==> config.mk <==
export PLATFORM = sky130hd
export DESIGN_NAME = convcode_frame_ctrl
export DESIGN_NICKNAME = d
export VERILOG_FILES = /design/src/rtl/convcode_frame_ctrl_pkg.sv /design/src/rtl/convcode_frame_ctrl_seg_timer.sv /design/src/rtl/convcode_frame_ctrl.sv
export SDC_FILE = /design/constraint.sdc
export NUM_CORES = 1
export LEC_CHECK = 0
export ABC_AREA = 1
export ABC_CLOCK_PERIOD_IN_PS = 2200
export BUFFER_PORTS_ARGS = -buffer_cell sky130_fd_sc_hd__buf_2
export CORE_ASPECT_RATIO = 1.1
export CORE_MARGIN = 2
export CORE_UTILIZATION = 55
export CTS_CLUSTER_SIZE = 12
export DETAILED_ROUTE_END_ITERATION = 16
export HOLD_SLACK_MARGIN = 0.02
export PLACE_DENSITY = 0.77
export SLEW_MARGIN = 10
export SYNTH_ARGS = -nofsm -noshare
export SYNTH_HDL_FRONTEND = slang
export SYNTH_SLANG_ARGS = --single-unit
==> constraint.sdc <==
create_clock -name clk20M_sig -period 2.2 [get_ports clk20M_sig]
set_input_delay 0.33 -clock clk20M_sig [delete_from_list [all_inputs] [get_ports clk20M_sig]]
set_output_delay 0.33 -clock clk20M_sig [all_outputs]
set_load 0.1 [all_outputs]
==> src/rtl/convcode_frame_ctrl_pkg.sv <==
// Shared state encodings and default sizing for the conv-code test chain.
// Imported by the frame sequencer and its segment timer.
package convcode_frame_ctrl_pkg;

  typedef enum logic [2:0] {
    IDLE  = 3'd0,
    DATA  = 3'd1,
    TAIL  = 3'd2,
    DRAIN = 3'd3,
    GAP   = 3'd4
  } state_t;

  localparam int FRAME_LEN_DEF  = 64;
  localparam int CONSTR_LEN_DEF = 3;
  localparam int DEC_LAT_DEF    = 32;
  localparam int GAP_LEN_DEF    = 4;
  localparam int CNT_W_DEF      = 16;

  function automatic int max2(input int a, input int b);
    return (a > b) ? a : b;
  endfunction

endpackage

==> src/rtl/convcode_frame_ctrl_seg_timer.sv <==
// Loadable down-counter timing every segment of a frame.
// Zero flag marks the last cycle of the current segment.
module convcode_seg_timer
  import convcode_frame_ctrl_pkg::*;
#(
  parameter int W = 4
) (
  input  logic         clk,
  input  logic         rst,
  input  logic         load,
  input  logic [W-1:0] load_val,
  input  logic         en,
  output logic [W-1:0] cnt,
  output logic         zero
);

  assign zero = (cnt == '0);

  always_ff @(posedge clk) begin
    if (rst)
      cnt <= '0;
    else if (load)
      cnt <= load_val;
    else if (en && !zero)
      cnt <= cnt - 1'b1;
  end

endmodule

==> src/rtl/convcode_frame_ctrl.sv <==
// Frame sequencer: PN source, encoder pacing, tail flush, noise gating,
// decoder start/flush and completed-frame counting.
module convcode_frame_ctrl
  import convcode_frame_ctrl_pkg::*;
#(
  parameter int FRAME_LEN  = FRAME_LEN_DEF,
  parameter int CONSTR_LEN = CONSTR_LEN_DEF,
  parameter int DEC_LAT    = DEC_LAT_DEF,
  parameter int GAP_LEN    = GAP_LEN_DEF,
  parameter int CNT_W      = CNT_W_DEF
) (
  input  logic             clk20M_sig,
  input  logic             reset_sig,
  input  logic             start_sig,
  input  logic             cont_mode_sig,
  input  logic             stop_sig,
  input  logic             noise_req_sig,
  output logic             src_ce_sig,
  output logic             enc_ce_sig,
  output logic             enc_tail_sig,
  output logic             ser_sel_sig,
  output logic             ser_valid_sig,
  output logic             noise_en_sig,
  output logic             dec_start_sig,
  output logic             dec_flush_sig,
  output logic             busy_sig,
  output logic             frame_done_sig,
  output logic [CNT_W-1:0] frame_cnt_sig
);

  localparam int DATA_CYC = 2 * FRAME_LEN;
  localparam int TAIL_CYC = 2 * (CONSTR_LEN - 1);
  localparam int SEG_MAX  = max2(max2(DATA_CYC, DEC_LAT),
                                 max2(GAP_LEN, TAIL_CYC));
  localparam int SEG_W    = $clog2(SEG_MAX + 1);

  localparam logic [SEG_W-1:0] DATA_LD  = SEG_W'(DATA_CYC - 1);
  localparam logic [SEG_W-1:0] TAIL_LD  = SEG_W'(TAIL_CYC - 1);
  localparam logic [SEG_W-1:0] DRAIN_LD = SEG_W'(DEC_LAT - 1);
  localparam logic [SEG_W-1:0] GAP_LD   = SEG_W'(GAP_LEN - 1);
  localparam logic [SEG_W-1:0] ONE      = SEG_W'(1);

  state_t           state;
  state_t           nxt;
  logic             ph;
  logic             nxt_ph;
  logic             noise_lat;
  logic             nxt_lat;
  logic             seg_load;
  logic [SEG_W-1:0] ld_val;
  logic [SEG_W-1:0] seg_cnt;
  logic             seg_zero;
  logic             nxt_sym;
  logic             last_drain;

  convcode_seg_timer #(.W(SEG_W)) u_timer (
    .clk      (clk20M_sig),
    .rst      (reset_sig),
    .load     (seg_load),
    .load_val (ld_val),
    .en       (!seg_load),
    .cnt      (seg_cnt),
    .zero     (seg_zero)
  );

  always_comb begin
    nxt = state;
    unique case (state)
      IDLE:  if ((start_sig || cont_mode_sig) && !stop_sig) nxt = DATA;
      DATA:  if (stop_sig) nxt = IDLE; else if (seg_zero) nxt = TAIL;
      TAIL:  if (stop_sig) nxt = IDLE; else if (seg_zero) nxt = DRAIN;
      DRAIN: if (stop_sig) nxt = IDLE; else if (seg_zero) nxt = GAP;
      GAP:   if (stop_sig) nxt = IDLE; else if (seg_zero) nxt = IDLE;
      default: nxt = IDLE;
    endcase
  end

  always_comb begin
    seg_load = (nxt != state);
    ld_val   = '0;
    unique case (nxt)
      DATA:    ld_val = DATA_LD;
      TAIL:    ld_val = TAIL_LD;
      DRAIN:   ld_val = DRAIN_LD;
      GAP:     ld_val = GAP_LD;
      default: ld_val = '0;
    endcase
  end

  // Phase restarts at 0 on every DATA entry; the even DATA length keeps TAIL aligned.
  always_comb begin
    nxt_sym = (nxt == DATA) || (nxt == TAIL);
    nxt_ph  = 1'b0;
    if (nxt_sym && (state == DATA || state == TAIL))
      nxt_ph = ~ph;
    nxt_lat = noise_lat;
    if (state == IDLE && nxt == DATA)
      nxt_lat = noise_req_sig;
    else if (nxt == IDLE)
      nxt_lat = 1'b0;
    last_drain = 1'b0;
    if (nxt == DRAIN)
      last_drain = (state == DRAIN) ? (seg_cnt == ONE) : (DEC_LAT == 1);
  end

  always_ff @(posedge clk20M_sig) begin
    if (reset_sig) begin
      state          <= IDLE;
      ph             <= 1'b0;
      noise_lat      <= 1'b0;
      src_ce_sig     <= 1'b0;
      enc_ce_sig     <= 1'b0;
      enc_tail_sig   <= 1'b0;
      ser_sel_sig    <= 1'b0;
      ser_valid_sig  <= 1'b0;
      noise_en_sig   <= 1'b0;
      dec_start_sig  <= 1'b0;
      dec_flush_sig  <= 1'b0;
      busy_sig       <= 1'b0;
      frame_done_sig <= 1'b0;
      frame_cnt_sig  <= '0;
    end else begin
      state          <= nxt;
      ph             <= nxt_ph;
      noise_lat      <= nxt_lat;
      src_ce_sig     <= (nxt == DATA) && nxt_ph;
      enc_ce_sig     <= nxt_sym && nxt_ph;
      enc_tail_sig   <= (nxt == TAIL);
      ser_sel_sig    <= nxt_ph;
      ser_valid_sig  <= nxt_sym;
      noise_en_sig   <= nxt_sym && nxt_lat;
      dec_start_sig  <= (state == IDLE) && (nxt == DATA);
      dec_flush_sig  <= (nxt == DRAIN);
      busy_sig       <= (nxt != IDLE);
      frame_done_sig <= last_drain;
      if (last_drain)
        frame_cnt_sig <= frame_cnt_sig + 1'b1;
    end
  end

endmodule

Word level (Yosys, flattened, before mapping)
Cells that the tools add are included.
{ "totals": {"register_bits": 38, "latch_bits": 0, "ram_bits": 0, "romBits": 0, "in_bits": 6, "elab_cells": 64, "n_memories": 0} }
{ "op_classes": {"n_addsub": 2, "mul": 0, "div_mod_pow": 0, "n_lt_le_gt_ge": 0, "n_eq_ne": 10, "shift": 0, "mux": 18, "bitwise_logic": 1, "reduce_logical": 19} }
{ "op_table": {"columns": ["op", "n"], "rows": [
  ["2-to-1 mux 3 bit", 9],
  ["case mux 7 bit (3 select lines)", 1],
  ["adder 16 x 1 -> 16 bit, second input constant", 1],
  ["2-to-1 mux 8 bit", 2],
  ["case mux 3 bit (5 select lines)", 1],
  ["== test 3 x 2 -> 1 bit, second input constant", 4],
  ["== test 8 x 1 -> 1 bit, second input constant", 1],
  ["zero test 8 bit", 1],
  ["subtractor 8 x 1 -> 8 bit, second input constant", 1],
  ["logical AND 1 bit", 7],
  ["== test 3 x 1 -> 1 bit, second input constant", 2],
  ["== test 3 bit, second input constant", 2],
  ["zero test 3 bit", 2],
  ["2-to-1 mux 1 bit", 5],
  ["zero test 1 bit", 3],
  ["logical OR 1 bit", 3],
  ["!= test 3 bit", 1],
  ["nonzero test 3 bit", 1],
  ["nonzero test 2 bit", 1],
  ["OR reduction 2 bit", 1],
  ["inverter 1 bit", 1]
]} }

Depth between registers and ports, before layout
Gate-level depths: netlist of run 1.
{ "logic_depth": {"ltp_word": 9, "ltp_mapped": 15} }

Hierarchy
From an unflattened synthesis of run 1, not the netlist that was laid out.
{ "unflattened": {"hier_cells": 338, "area_unflattened_um2": 2145.8} }
{ "by_module_without_submodules": {"columns": ["module", "instances", "cells_each", "area_each_um2", "seq_area_each_um2"], "rows": [
  ["convcode_frame_ctrl", 1, 234, 1545.2, 600.6],
  ["convcode_seg_timer", 1, 104, 600.6, 160.2]
]} }

Worst setup path after synthesis of run 1
No wires, ideal clock.
{ "synth_path": {"path_kind": "register to register", "from": "register frame_cnt_sig[2]", "to": "register frame_cnt_sig[15]", "setup_time_ps": 122, "t_arrival_ps": 2058, "required_ps": 2078, "slack_ps": 21, "path_stages_with_launch": 8, "n_path_buf": 0, "cell_sequence": "dfxtp_1 > nand3_1 > nor3_1 > nand3_1 > nor2_1 > nand3_1 > o21ai_1 > a21oi_1"} }
{ "synth_between": {"elab_chain_cells": 1} }
{ "synth_rtl": {"columns": ["item", "line_no", "text"], "rows": [
  ["start, declared", "convcode_frame_ctrl.sv:28", "output logic [CNT_W-1:0] frame_cnt_sig"],
  ["start signal, assigned", "convcode_frame_ctrl.sv:137", "frame_cnt_sig <= frame_cnt_sig + 1'b1;"],
  ["adder 16 x 1 -> 16 bit", "convcode_frame_ctrl.sv:137", null]
]} }
No other way between the ends.
A chain may end at the register's enable or synchronous reset.

Final worst setup path of run 1
{ "layout_path": {"from": "register u_timer.cnt[1]", "to": "register frame_cnt_sig[13]"} }
{ "layout_between": {"elab_chain_cells": 6, "word_cells_on_any_way": 14, "classes_between": "eq/ne: 2; mux: 11; reduce/logical: 1"} }
{ "layout_rtl": {"columns": ["item", "line_no", "text"], "rows": [
  ["start, declared", "convcode_frame_ctrl_seg_timer.sv:13", "output logic [W-1:0] cnt,"],
  ["start signal, assigned", "convcode_frame_ctrl_seg_timer.sv:23", "cnt <= load_val;"],
  ["start signal, assigned", "convcode_frame_ctrl_seg_timer.sv:25", "cnt <= cnt - 1'b1;"],
  ["zero test 8 bit", "convcode_frame_ctrl_seg_timer.sv:17", "assign zero = (cnt == '0);"],
  ["2-to-1 mux 3 bit (on tied branches) (2 in series)", null, null],
  ["case mux 3 bit (5 select lines)", "convcode_frame_ctrl.sv:68", "unique case (state)"],
  ["== test 3 x 2 -> 1 bit", "convcode_frame_ctrl.sv:102", "if (nxt == DRAIN)"],
  ["2-to-1 mux 1 bit *", "convcode_frame_ctrl.sv:102", null]
]} }
Mark *: on every way between the ends. The rest lies on a longest branch, timed or not.

==> flow_summary_export.csv, run 1 <==
group,metric,value,unit
routing,wl,3.89,mm
routing,via_per_inst,5.17,
floorplanning,die_h,66.1,um
logic_synthesis,syn_avg_cell_area,7.48,um2
timing,tns,0,ps
global_routing,grt_max_degree,20,
setup_path,cp.required,2450,ps
timing,hold_viol_final,0,
clock_network,cts_buffers,5,
setup_path,worstSetupStartpointType,"flip-flop",
timing,min_period,1920,ps
final_layout,top_register,"frame_cnt_sig",
flow_run,drv_cap,0,
clock_network,htree_num_levels,2,
final_layout,mostFrequentLayoutCells,"38 x nand2_1, 38 x dfxtp_1, 33 x inv_1",
floorplanning,rows,22,
setup_path,critPathKind,"flip-flop to flip-flop",
floorplanning,dieArea,4000,um2
floorplanning,initial_core_util,57.5,%
timing,clock_skew,10.5,ps
setup_path,endpoint_kind,"flip-flop",
floorplanning,core,3360,um2
logic_synthesis,synth_area,1930,um2
min_path,whs_path_depth,3,
final_layout,largest_reg_flops,16,
routing,drt_iter0_drc,54,
routing,drc,0,
timing,fin_crit_sh,87.3,%
min_path,hp-class,"input port to flip-flop",
logic_synthesis,yosys_warnings,0,
pwr,p_leak,1.02,nW
pwr,power_per_cell_area,1090,nW/um2
setup_path,r2r_slack,280,ps
final_layout,fin_nets,302,
clock_network,cts_buffer_depth,2,
clock_network,cts.sinks,38,
routing,first_pass_iters,4,
placed_design,place_ws,256,ps
floorplanning,die_x,60.5,um
setup_path,r2r_start,"u_timer.cnt[1]$_SDFFE_PP0P_",
timing,relSlewSlack,67.5,%
setup_path,r2r_end,"frame_cnt_sig[13]$_SDFFE_PP0P_",
placed_design,hpwl,2.93,mm
logic_synthesis,syn_nets,267,
min_path,min_from,"noise_req_sig",
global_routing,grt_antenna_before_repair,0,
clock_network,clkTransAtPathRegs,120,ps
timing,fmax,0.521,GHz
floorplanning,pin_count,32,
routing,num_vias,1767,
clock_network,clk_latency,350,ps
setup_path,cp.arrival,2170,ps
timing,setup_slack,280,ps
setup_path,critical_path.max_fanout,9,
global_routing,grt.total_usage,23.2,%
timing,setup-violations-final,0,
global_routing,grt_pass1_wl,6.98,mm
final_layout,antennaDiodeCount,0,
logic_synthesis,ys_seq_area_share,39.4,%
final_layout,drive_gt1_share,21.8,%
logic_synthesis,synthCells,258,
placed_design,gp_congestion,0.893,
placed_design,numPortBuffers,31,
setup_path,r2r_cells,12,
timing,worstMarginPinSlew,490,ps
final_layout,largestRegisters,"frame_cnt_sig x16, u_timer.cnt x8, state x3",
logic_synthesis,ys_ff_latch,38,
min_path,holdPathEnd,"noise_lat$_SDFF_PP0_",
global_routing,grt_overflow,0,
timing,rsz0062_at_grt,"no",
final_layout,area_growth,14.6,%
routing,wl_per_cell,11.4,um
timing,maxSlewViolCount,0,
clock_network,cts_tree,"done",
logic_synthesis,synth_cell_types,31,
routing,ant_nets,0,
run_status,status,"complete, no violations",
clock_network,cts_root_buf,"clkbuf_4",
global_routing,grt_pass1_vias,1649,
clock_network,cts.repair_timing.setup_buffer_count,0,
pwr,irDropWorstVdd,0.000403,V
final cells by class:
class / instances / area (um2)
clock buffer: 5 / 37.5
clock inverter: 3 / 40.0
fill: 329 / 1140
inverter: 36 / 135
multi-input combinational: 181 / 1020
sequential: 38 / 761
tap: 48 / 60.1
timing repair buffer: 31 / 155
per-layer routing:
metal / GRT usage, % / routed length, um / vias to the layer above / part of all wire [%]
li1: - / - / 912 / -
met1: 29.1 / 1800 / 802 / 46
met2: 37.4 / 1840 / 44 / 47
met3: 4.50 / 168 / 9 / 4.3
met4: 11.7 / 81 / 0 / 2.1
met5: 0 / 0 / - / 0
critical path, stage by stage (launching register included):
cell and delay, ps:
dfxtp_1 340, inv_1 100, ha_2 230, nand2_4 90, nor2_8 200, nor2_2 80, nand3b_4 250, nor2_8 190
nand2_2 70, nand2_1 80, o21ai_1 70, o21ai_1 80, inv_1 40
worst max-delay path by stage:
stage                                          end                           from  slack, ps
floorplan           frame_cnt_sig[15]$_SDFFE_PP0P_  frame_cnt_sig[2]$_SDFFE_PP0P_         20
global placement    frame_cnt_sig[13]$_SDFFE_PP0P_    u_timer.cnt[0]$_SDFFE_PP0P_        290
detailed placement  frame_cnt_sig[13]$_SDFFE_PP0P_    u_timer.cnt[1]$_SDFFE_PP0P_        260
CTS                 frame_cnt_sig[13]$_SDFFE_PP0P_    u_timer.cnt[1]$_SDFFE_PP0P_        240
global route           u_timer.cnt[1]$_SDFFE_PP0P_    u_timer.cnt[0]$_SDFFE_PP0P_         20
finish              frame_cnt_sig[13]$_SDFFE_PP0P_    u_timer.cnt[1]$_SDFFE_PP0P_        280
per-stage QoR:
step | hold slack (ps) | total power, mW | instances | utilization, % | cell area (um2)
6_report | 259 | 2.40 | 342 | 65.9 | 2210
5_1_grt | 271 | 2.58 | 342 | 65.9 | 2210
4_1_cts | 254 | 2.41 | 342 | 65.8 | 2210
3_5_place_dp | 465 | 1.94 | 334 | 63.5 | 2130
3_3_place_gp | 458 | 1.93 | 334 | 63.5 | 2130
2_1_floorplan | 468 | 1.77 | 258 | - | 1930
where the power goes:
group	switching (mW)	internal (mW)	total (mW)	leakage [nW]
Combinational	0.719	0.354	1.07	0.668
Clock	0.235	0.235	0.470	0.0450
Sequential	0.0801	0.780	0.860	0.309
Total	1.03	1.37	2.40	1.02
timing repair:
item | in CTS | in global routing
hold buffers | 0 | 0
resized for setup | 0 | 1
endpoints found under the setup margin | 0 | 1
hold endpoints to repair | 0 | 0
cells by family after synthesis:
group / after synthesis / synth area share [%]
buffers and inverters: 39 / 7.65
flip-flops: 38 / 39.4
AO/OA/AOI/OAI: 42 / 12.1
adder cells (fa/ha/maj): 3 / 1.94
AND/OR/NAND/NOR: 127 / 34.9
XOR/XNOR: 9 / 4.08
synth_stat cells (all sizes together):
master / count / area share, %
nand3b: 1 / 1.0
a21oi: 21 / 5.4
nor4: 1 / 0.32
nand4: 8 / 2.6
nor3: 10 / 3.8
ha: 3 / 1.9
o21a: 2 / 0.78
nand2: 47 / 11
dfxtp: 38 / 39
buf: 1 / 0.26
nand3: 22 / 6.0
a31oi: 1 / 0.32
xor2: 7 / 3.2
xnor2: 2 / 0.91
o211ai: 1 / 0.39
clkbuf: 2 / 0.39
nor2: 37 / 10
inv: 36 / 7.0
o21bai: 1 / 0.39
and3: 1 / 0.32
o21ai: 16 / 4.7
(Power assumes the default switching activity.)
==> run 2, diff against run 1 <==
Settings changed: CORE_UTILIZATION 55 to 34, PLACE_DENSITY 0.77 to 0.52.
==> run 2 against run 1 <==
Final area is 1.7% higher. Clock skew shrank 6.2 ps. Sequential share of layout area down 0.57 points. Final cell count up 7.6%. Global-route usage fell by 7.9 points. Worst setup slack worse by 11 ps. Register-to-register slack hardly changed. Sequential power is essentially flat. Die area rose by 57%. Count of clock-buffer cells in the layout unchanged. Non-clock buffer count unchanged. Hold slack better by 70 ps.
==> flow_summary_export.csv, run 2 (synthesis gave the netlist of run 1 again) <==
group,metric,value,unit
floorplanning,die_x,75.8,um
run_status,status,"complete, no violations",
min_path,holdPathEnd,"noise_lat$_SDFF_PP0_",
routing,drt_iter0_drc,99,
final_layout,final.fill_count,579,
routing,drc,0,
setup_path,slowest_delay,350,ps
placed_design,hpwl,3.11,mm
clock_network,cts.repair_timing.setup_buffer_count,0,
clock_network,clkTransAtPathRegs,70,ps
final_layout,drive_gt1_share,21.8,%
routing,ant_nets,0,
routing,first_pass_iters,4,
routing,num_vias,1724,
pwr,irDropWorstVdd,0.000319,V
clock_network,cts.sinks,38,
setup_path,cp.arrival,2120,ps
placed_design,gp_congestion,0.835,
final_layout,antennaDiodeCount,0,
timing,maxSlewViolCount,0,
timing,relSlewSlack,68.0,%
floorplanning,initial_core_util,35.6,%
routing,wl_per_cell,11.5,um
flow_run,drv_cap,0,
timing,worstMarginPinSlew,476,ps
global_routing,grt_pass1_vias,1631,
setup_path,r2r_end,"frame_cnt_sig[13]$_SDFFE_PP0P_",
timing,min_period,1930,ps
min_path,whs_path_depth,3,
setup_path,path_cells,"inv_1 > ha_2 > nand2_4 > nor2_8 > nor2_2 > nand3b_4 > nor2_8 > nand2_2 > nand2_1 > o21ai_1 > o21ai_1 > inv_1",
setup_path,cp.required,2390,ps
floorplanning,pin_count,32,
clock_network,cts_buffers,5,
pwr,p_leak,1.02,nW
final_layout,mostFrequentLayoutCells,"38 x nand2_1, 38 x dfxtp_1, 33 x inv_1",
floorplanning,rows,28,
global_routing,grt_pass1_wl,7.46,mm
clock_network,cts_buffer_depth,2,
final_layout,top_register,"frame_cnt_sig",
global_routing,grt_max_degree,20,
final_layout,fin_nets,302,
setup_path,r2r_cells,12,
setup_path,r2r_start,"u_timer.cnt[0]$_SDFFE_PP0P_",
floorplanning,dieArea,6300,um2
final_layout,largestRegisters,"frame_cnt_sig x16, u_timer.cnt x8, state x3",
clock_network,cts_root_buf,"clkbuf_8",
floorplanning,core,5430,um2
timing,fmax,0.518,GHz
min_path,min_from,"noise_req_sig",
timing,fin_crit_sh,87.8,%
setup_path,slowest_stage,"dfxtp_1",
setup_path,endpoint_kind,"flip-flop",
timing,setup-violations-final,0,
timing,tns,0,ps
final_layout,multi_input_comb_area,1030,um2
timing,hold_viol_final,0,
final_layout,largest_reg_flops,16,
floorplanning,die_h,83.0,um
clock_network,htree_num_levels,2,
timing,rsz0062_at_grt,"no",
setup_path,critPathKind,"flip-flop to flip-flop",
timing,clock_skew,4.29,ps
clock_network,cts_tree,"done",
global_routing,grt_antenna_before_repair,0,
setup_path,crit_family,"simple AND/OR/NAND/NOR gates",
placed_design,numPortBuffers,31,
setup_path,worstSetupStartpointType,"flip-flop",
global_routing,grt_overflow,0,
setup_path,r2r_slack,270,ps
pwr,power_per_cell_area,1070,nW/um2
routing,via_per_inst,4.68,
setup_path,worst-path-buf-inv,2,
final_layout,finish.utilization,41.5,%
final_layout,area_growth,16.6,%
global_routing,grt.total_usage,15.3,%
clock_network,clk_latency,290,ps
routing,wl,4.23,mm
setup_path,critical_path.max_fanout,9,
final_layout,seqCellArea,761,um2
min_path,hp-class,"input port to flip-flop",
run 2: changes by cell type in the layout (fill, tap and decap cells not counted):
cell,previous run,this run
clkbuf_4,5,0
clkbuf_8,0,5
bufinv_16,1,0
nor2_1,30,29
nor2_2,3,4
run 2: what timing repair did:
action | in CTS | in global routing
endpoints found under the setup margin | 0 | 9
hold buffers | 0 | 0
gates resized for setup | 0 | 2
run 2: layout make-up:
type	count	area share, %
well taps	75	4.17
flip-flops and latches	38	33.8
inverters	36	6.00
clock buffers	5	3.06
repair buffers	31	6.89
multi-input cells	181	45.6
clock inverters	2	0.445
run 2: worst max-delay path by stage:
stage	start	end	slack, ps	cells after the start
floorplan	frame_cnt_sig[2]$_SDFFE_PP0P_	frame_cnt_sig[15]$_SDFFE_PP0P_	20	7
global placement	u_timer.cnt[0]$_SDFFE_PP0P_	frame_cnt_sig[13]$_SDFFE_PP0P_	250	12
detailed placement	u_timer.cnt[0]$_SDFFE_PP0P_	frame_cnt_sig[13]$_SDFFE_PP0P_	240	12
CTS	u_timer.cnt[0]$_SDFFE_PP0P_	frame_cnt_sig[13]$_SDFFE_PP0P_	230	12
global route	state[0]$_SDFF_PP0_	u_timer.cnt[1]$_SDFFE_PP0P_	30	13
finish	u_timer.cnt[0]$_SDFFE_PP0P_	frame_cnt_sig[13]$_SDFFE_PP0P_	270	12
run 2: per-stage QoR:
step / instances / setup slack, ps / total power [mW] / hold WS (ps) / cell area, um2
after floorplan: 258 / 20.8 / 1.77 / 468 / 1930
after global placement: 361 / 249 / 1.96 / 453 / 2170
after detailed placement: 361 / 245 / 1.94 / 458 / 2170
after CTS: 368 / 229 / 2.41 / 328 / 2250
after global routing: 368 / 27.2 / 2.59 / 334 / 2250
final: 368 / 269 / 2.40 / 330 / 2250
run 2: routing by layer:
metal / vias up / wire length [um] / GRT usage (%)
met5: - / 0 / 0
met4: 0 / 90 / 6.22
met3: 8 / 138 / 2.55
met2: 36 / 1980 / 24.2
met1: 768 / 2020 / 20.1
li1: 912 / - / -
run 2: worst min-delay path: stages:
cell	delay, ps
buf_2	100
nand3_1	90
a21oi_1	60
run 2: report_power, final:
part           internal (mW)  switching [mW]
Clock                  0.213           0.246
Combinational          0.357           0.723
Sequential             0.781          0.0816
Total                   1.35            1.05
